==> src/rtl/bus_arb2.sv <==
// Two-master round-robin bus arbiter: m0 is the CPU data port and m1 is the DMA data port.
// It forwards one request at a time to a single slave and applies a response timeout.
module bus_arb2 #(
  parameter int unsigned TOUT = 255
) (
  input  logic        clk,
  input  logic        rst,
  // m0: CPU data port
  input  logic        m0_valid,
  input  logic [31:0] m0_addr,
  input  logic [1:0]  m0_size,
  input  logic        m0_write,
  input  logic [31:0] m0_wdata,
  output logic        m0_ready,
  output logic [31:0] m0_rdata,
  output logic        m0_err,
  // m1: DMA data port
  input  logic        m1_valid,
  input  logic [31:0] m1_addr,
  input  logic [1:0]  m1_size,
  input  logic        m1_write,
  input  logic [31:0] m1_wdata,
  output logic        m1_ready,
  output logic [31:0] m1_rdata,
  output logic        m1_err,
  // slave side
  output logic        s_valid,
  output logic [31:0] s_addr,
  output logic [1:0]  s_size,
  output logic        s_write,
  output logic [31:0] s_wdata,
  input  logic        s_ready,
  input  logic [31:0] s_rdata
);

  typedef enum logic [1:0] {
    IDLE  = 2'd0,
    BUSY0 = 2'd1,
    BUSY1 = 2'd2
  } state_t;

  localparam logic [7:0]  TLIM      = 8'(TOUT - 1);
  localparam logic [31:0] TOUT_DATA = 32'hDEAD_BEEF;

  state_t      state, state_nxt;
  logic        lg, lg_nxt;
  logic [7:0]  cnt, cnt_nxt;

  logic        g1;
  logic        gv;
  logic        done_rdy;
  logic        done_err;
  logic [31:0] done_data;

  always_ff @(posedge clk) begin
    if (rst) begin
      state <= IDLE;
      lg    <= 1'b1;
      cnt   <= '0;
    end else begin
      state <= state_nxt;
      lg    <= lg_nxt;
      cnt   <= cnt_nxt;
    end
  end

  always_comb begin
    state_nxt = state;
    lg_nxt    = lg;
    cnt_nxt   = cnt;
    g1        = (state == BUSY1);
    gv        = g1 ? m1_valid : m0_valid;
    done_rdy  = 1'b0;
    done_err  = 1'b0;
    done_data = '0;
    s_valid   = 1'b0;
    s_addr    = '0;
    s_size    = '0;
    s_write   = 1'b0;
    s_wdata   = '0;

    case (state)
      IDLE: begin
        cnt_nxt = '0;
        if (m0_valid && m1_valid) begin
          state_nxt = lg ? BUSY0 : BUSY1;
          lg_nxt    = ~lg;
        end else if (m0_valid) begin
          state_nxt = BUSY0;
          lg_nxt    = 1'b0;
        end else if (m1_valid) begin
          state_nxt = BUSY1;
          lg_nxt    = 1'b1;
        end
      end

      BUSY0, BUSY1: begin
        s_valid = gv;
        s_addr  = g1 ? m1_addr  : m0_addr;
        s_size  = g1 ? m1_size  : m0_size;
        s_write = g1 ? m1_write : m0_write;
        s_wdata = g1 ? m1_wdata : m0_wdata;
        // Abort beats both completion paths; s_ready beats the timeout.
        if (!gv) begin
          state_nxt = IDLE;
        end else if (s_ready) begin
          done_rdy  = 1'b1;
          done_data = s_rdata;
          state_nxt = IDLE;
        end else if (cnt == TLIM) begin
          s_valid   = 1'b0;
          done_rdy  = 1'b1;
          done_err  = 1'b1;
          done_data = TOUT_DATA;
          state_nxt = IDLE;
        end else begin
          cnt_nxt = cnt + 8'd1;
        end
      end

      default: state_nxt = IDLE;
    endcase

    m0_ready = done_rdy & ~g1;
    m0_err   = done_err & ~g1;
    m0_rdata = g1 ? '0 : done_data;
    m1_ready = done_rdy & g1;
    m1_err   = done_err & g1;
    m1_rdata = g1 ? done_data : '0;

    // Outputs are forced quiet while reset is held, even mid-transfer.
    if (rst) begin
      m0_ready = 1'b0;
      m0_err   = 1'b0;
      m0_rdata = '0;
      m1_ready = 1'b0;
      m1_err   = 1'b0;
      m1_rdata = '0;
      s_valid  = 1'b0;
      s_addr   = '0;
      s_size   = '0;
      s_write  = 1'b0;
      s_wdata  = '0;
    end
  end

endmodule

==> config.mk <==
export PLATFORM = sky130hd
export DESIGN_NAME = bus_arb2
export DESIGN_NICKNAME = d
export VERILOG_FILES = /design/src/rtl/bus_arb2.sv
export SDC_FILE = /design/constraint.sdc
export NUM_CORES = 1
export LEC_CHECK = 0
export CAP_MARGIN = 20
export CORE_AREA = 5 5 115 117
export CTS_CLUSTER_DIAMETER = 150
export CTS_CLUSTER_SIZE = 14
export DETAILED_ROUTE_END_ITERATION = 12
export DIE_AREA = 0 0 120 122
export GPL_ROUTABILITY_DRIVEN = 0
export SETUP_SLACK_MARGIN = 0.15
export SLEW_MARGIN = 20
export SYNTH_ARGS = -nofsm -noshare
export SYNTH_HDL_FRONTEND = slang
export SYNTH_SLANG_ARGS = --single-unit
==> constraint.sdc <==
create_clock -name clk -period 3.6 [get_ports clk]
set_input_delay 0.9 -clock clk [delete_from_list [all_inputs] [get_ports clk]]
set_output_delay 0.9 -clock clk [all_outputs]
set_load 0.02 [all_outputs]
# Word level (Yosys, flattened, before mapping)
# Cells that the tools add are included.
[op_classes]
n_addsub = 1
n_eq_ne = 8
muxes = 52
bitwise_logic = 6
reduce_logical = 8
[op_table]
columns = ["cell", "count"]
rows = [
  ["32-bit two-way mux", 14],
  ["8-bit two-way mux", 3],
  ["1-bit two-way mux", 23],
  ["2-bit two-way mux", 10],
  ["8-bit one-hot mux with 2 select lines", 1],
  ["8-bit by 1-bit adder with 8-bit output (second input constant)", 1],
  ["8-bit == test (second input constant)", 1],
  ["4-bit != test (second input constant)", 2],
  ["2-bit != test (second input constant)", 3],
  ["1-bit AND", 4],
  ["2-bit one-hot mux with 2 select lines", 1],
  ["2-bit AND reduction", 2],
  ["4-bit AND reduction", 1],
  ["3-bit nonzero test", 1],
  ["2-bit by 1-bit == test with 1-bit output (second input constant)", 1],
  ["2-bit == test (second input constant)", 1],
  ["2-bit logical NOT", 1],
  ["1-bit NOT", 2],
  ["2-bit nonzero test", 1],
  ["2-bit OR reduction", 1],
  ["1-bit logical AND", 1],
]
[word_totals]
regBits = 11
input_bits = 171
out_inout_bits = 136

# Longest topological paths before layout
# Gate-level depths: netlist of the first run.
[depth]
depth_word = 7
mapped_depth = 9
depth_no_buf = 6

# Least setup slack after synthesis of the first run
# No wires, ideal clock.
[synth_path]
path_kind = "input-to-output"
start = "input s_ready"
end = "output m1_rdata[10]"
t_arrival_ns = 2.164
required_ns = 2.700
path_slack_ns = 0.536
stages = 7
path_buffers = 3
path_cell_list = "clkinv_1 -> o21a_1 -> buf_6 -> or3_4 -> buf_6 -> buf_8 -> nor2_2"
[synth_via]
elab_chain_len = 5
[synth_lines]
columns = ["element", "line", "rtl"]
rows = [
  ["start, declared", "32", "input logic s_ready,"],
  ["32-bit two-way mux", "106", "end else if (s_ready) begin"],
  ["32-bit two-way mux", "104", "if (!gv) begin"],
  ["32-bit two-way mux", "82", "case (state)"],
  ["32-bit two-way mux", "129", "m1_rdata = g1 ? done_data : '0;"],
  ["32-bit two-way mux", "132", "if (rst) begin"],
  ["end, declared", "24", "output logic [31:0] m1_rdata,"],
]
# No other way between the ends.

# Final worst setup path of the first run
[layout_path]
start = "input s_ready"
end = "output m1_rdata[2]"
# The elaborated chain is that of the path after synthesis.

==> PnR_summary.wiki, run 1 <==
{| class="wikitable"
! Metric !! Value
|-
| Mux contribution to synthesized area || 29.71%
|-
| Cell type group with the largest total delay on the critical path || buffers and inverters
|-
| Setup TNS after final layout || 0 ns
|-
| Layout cell share with drive strength beyond 1 || 17.00%
|-
| Area fraction in and, or, nand and nor cells after synthesis || 42.49%
|-
| Worst min-delay path category || reg2reg
|-
| Type of element launching the critical path || input port
|-
| Clock sink total || 11
|-
| Dominant combinational cell family by area after synthesis || simple AND/OR/NAND/NOR gates
|-
| Largest net degree at the start of global routing || 68
|-
| Number of distinct standard cells referenced by the synthesized netlist || 44
|-
| Slowest stage delay, CP || 0.51 ns
|-
| Status || completed
|-
| Time the final worst path needs with I/O delays and setup || 3.370 ns
|-
| Area share of the largest cell type after synthesis || 29.71%
|-
| Unrepaired setup endpoints after global routing || false
|-
| Number of optimization iterations in the first detailed-route pass || 4
|-
| Average cell area after synthesis || 6.718 sq um
|-
| Crit path required time || 2.70 ns
|-
| Worst hold start || cnt[6]
|-
| Die Area || 0.01464 sq mm
|-
| Overall fraction of global-route tracks in use || 17.24%
|-
| Leading area contributor after synthesis || sky130_fd_sc_hd__mux2i_1
|-
| Final cycle utilization of the critical path || 93.62%
|-
| GRT Max-Usage Layer || met2
|-
| Signed area change from the synthesized netlist to the final layout || 132.2%
|-
| Final Hold Viols || 0
|-
| GRT met2 Usage || 32.81%
|-
| Top-level I/O count || 307
|-
| Overflow left after global routing || 0
|-
| Least-Margin Pin Slew || 0.6009 ns
|-
| Core area || 0.01226 sq mm
|-
| Fmax || 296.7 MHz
|-
| Final layout net count || 817
|-
| Worst-path maximum fanout || 25
|-
| Routed via count divided by cell count || 4.467
|-
| Number of buffers created by CTS || 3
|-
| Main area contributors after synthesis || sky130_fd_sc_hd__mux2i_1 30%, sky130_fd_sc_hd__nor2_1 20%, sky130_fd_sc_hd__dfxtp_1 9.6%
|-
| Cell depth of the worst min-delay path || 2
|-
| Portion of the post-synthesis area used by sequential elements || 9.612%
|-
| Longest Clk Path Bufs || 2
|-
| Layout Cell Area excl Fill || 0.005319 sq mm
|-
| Detailed router's first-iteration violation count || 101
|-
| Met3 demand-to-capacity share in global routing || 7.149%
|-
| Sequence of cells on the critical path || clkdlybuf4s50_1 -> inv_2 -> o21a_1 -> or3_4 -> buf_12 -> nor2_1 -> clkbuf_2
|-
| Cell area after technology mapping || 0.002291 sq mm
|-
| Height of the chip || 122 microns
|-
| Clock slew seen by the registers of the worst setup and hold paths || 0.04 ns
|-
| Detail-routed net length per standard cell || 17.25 microns
|-
| Placed Cells || 787
|-
| Initial core utilization || 18.69%
|-
| Std-Cell Rows || 41
|-
| Power Dens Cells || 178.5 mW/mm^2
|-
| Placement-stage cell area || 0.005589 sq mm
|-
| Worst Path Arrival || 2.47 ns
|-
| Cell with the largest stage delay on the worst path || sky130_fd_sc_hd__clkdlybuf4s50_1
|-
| Ys flop type || sky130_fd_sc_hd__dfxtp_1
|-
| Worst reg2reg endpoint || state[0]
|-
| Total length of routed wires || 13.66 mm
|-
| Endpoint with the worst hold slack || cnt[6]
|-
| Count of buffer and inverter cells on the critical path || 4
|-
| Setup-violating endpoint count in the final report || 0
|-
| Clock tree root driver cell || sky130_fd_sc_hd__clkbuf_16
|-
| Via count || 3538
|-
| H-Tree Depth || 1
|-
| MaxCap Viol Count || 0
|-
| Global routing usage on met1 || 16.99%
|-
| Via count of the first global-routing pass || 3594
|-
| Width of the chip || 120 microns
|-
| Depth of the worst register-to-register path || 5
|-
| Number of port buffers || 306
|-
| Startpoint of the lowest-slack register-to-register path || state[1]
|-
| Wire length of the first global-routing pass || 20.08 mm
|-
| Proportion of register bits with asynchronous set or reset after synthesis || 0%
|-
| Adder and majority cell fraction of the synthesized area || 2.185%
|-
| Remaining antenna violation count after routing || 0
|-
| Number of instances in the synthesized netlist || 341
|-
| Setup Buffers After CTS || 0
|-
| Count of pins over their slew limit || 0
|-
| Net Count, Synth || 516
|-
| Post-synth EDFFs || 0
|-
| Clock Skew || 0.002832 ns
|-
| Leakage power || 0.002474 uW
|-
| Slew Limit Headroom || 59.86%
|-
| Largest voltage drop on the vdd net || 0.1308 mV
|-
| Number of warnings printed during yosys synthesis || 0
|-
| Detailed placer's ending HPWL || 11.82 mm
|-
| Number of antenna violations at the first check in global routing || 1
|-
| Layout Cells excl Fill || 792
|-
| Classification of the worst setup path || in2out
|-
| Worst reg2reg setup slack || 1.69 ns
|-
| Share of the synthesized netlist area taken by xor and xnor gates || 0%
|-
| Nature of the critical path endpoint || output port
|-
| Residual DRC count || 0
|-
| Number of synthesized register bits || 11
|-
| Clk Latency, worst-skew pair || 0.24 ns
|-
| Synth Area in Compound Gates || 8.083%
|-
| Clock tree from TritonCTS || yes
|}
-- report_power, final --
part           switching, uW  internal (uW)
combinational            290            323
clock                   59.5            147
sequential              3.33            126
total                    353            597
-- per-layer routing --
layer,up-vias,wire length [microns]
met5,-,0
met4,0,408
met3,26,1716
met2,222,6845
met1,1532,4691
li1,1758,-
-- through the flow --
step | hold slack (ns) | worst slack [ns] | power (uW) | utilization, %
floorplan | 0.4842 | 0.5358 | 418.6 | -
global placement | 0.5081 | -0.2462 | 788.2 | 45.59
detailed placement | 0.5244 | -0.2669 | 794.3 | 45.59
CTS | 0.5309 | 0.007750 | 964.5 | 44.54
global route | 0.5571 | 0.1518 | 1006 | 43.38
finish | 0.5294 | 0.2295 | 949.5 | 43.38
-- how the worst max path moves through the flow --
stage,from,end,slack [ns],cells after the start
after floorplan,s_ready,m1_rdata[10],0.54,7
after global placement,s_ready,m1_rdata[31],-0.25,7
after detailed placement,s_ready,m1_rdata[2],-0.27,7
after CTS,s_ready,m1_rdata[2],0.008,7
after global routing,rst,m1_rdata[17],0.15,7
final,s_ready,m1_rdata[2],0.23,7
-- layout make-up --
class | count | area [sq um]
clock buffer | 3 | 75.07
sequential | 11 | 220.2
timing repair buffer | 324 | 2897
inverter | 7 | 26.28
multi-input combinational | 295 | 1906
fill | 1298 | 6942
tap | 150 | 187.7
clock inverter | 1 | 5.005
antenna | 1 | 2.502
-- tightest hold or removal path, cell delays in order, from the launching register on --
cell	delay (ns)
sky130_fd_sc_hd__dfxtp_1	0.33
sky130_fd_sc_hd__nand4_1	0.08
sky130_fd_sc_hd__a31oi_1	0.06
-- cells in the final DEF, fill, tap and decap left out, types with 4 or more instances in the layout --
cell type                         instances
sky130_fd_sc_hd__clkdlybuf4s50_1        170
sky130_fd_sc_hd__nor2_1                 122
sky130_fd_sc_hd__dlygate4sd2_1           75
sky130_fd_sc_hd__mux2i_1                 68
sky130_fd_sc_hd__buf_2                   31
sky130_fd_sc_hd__clkbuf_2                22
sky130_fd_sc_hd__and2_1                  16
sky130_fd_sc_hd__buf_4                   16
sky130_fd_sc_hd__dfxtp_1                 11
sky130_fd_sc_hd__nand3_1                 10
sky130_fd_sc_hd__nor2_4                  10
sky130_fd_sc_hd__nor2_2                   9
sky130_fd_sc_hd__o211ai_1                 8
sky130_fd_sc_hd__inv_1                    5
sky130_fd_sc_hd__buf_12                   5
sky130_fd_sc_hd__nor2b_1                  4
sky130_fd_sc_hd__a31oi_1                  4
sky130_fd_sc_hd__a21oi_1                  4
-- flip-flops by register name, indices dropped and copies added, names as in the netlist --
| register | cells |
|---|---|
| cnt | 8 |
| lg | 1 |
| state | 2 |
-- cell families after synthesis --
family                   after synthesis
buffers and inverters                 35
multiplexers                          68
adder cells (fa/ha/maj)                4
AND/OR/NAND/NOR                      197
flip-flops                            11
AO/OA/AOI/OAI                         26
-- what timing repair did --
item,CTS,global route
pin swaps,0,0
setup endpoints to repair,132,41
cloned,0,0
hold buffers,0,0
gates resized for setup,235,42
-- Yosys cell counts (all sizes together) (3+ instances only) --
master  number
nor2       141
mux2i       68
and2        16
buf         14
clkbuf      14
dfxtp       11
nand3       10
o211ai       8
inv          6
a21oi        4
a31oi        4
ha           4
nand2b       4
nor2b        4
and3         3
nand2        3
nand4        3
nor3         3
or4          3
(Power assumes the default switching activity.)
==> run 2, diff against run 1 <==
- ABC_CLOCK_PERIOD_IN_PS: default -> 3600
- CTS_CLUSTER_DIAMETER: 150 -> 120
==> results of run 2 <==
Final layout, timing and power as in run 1 (identical DEF).
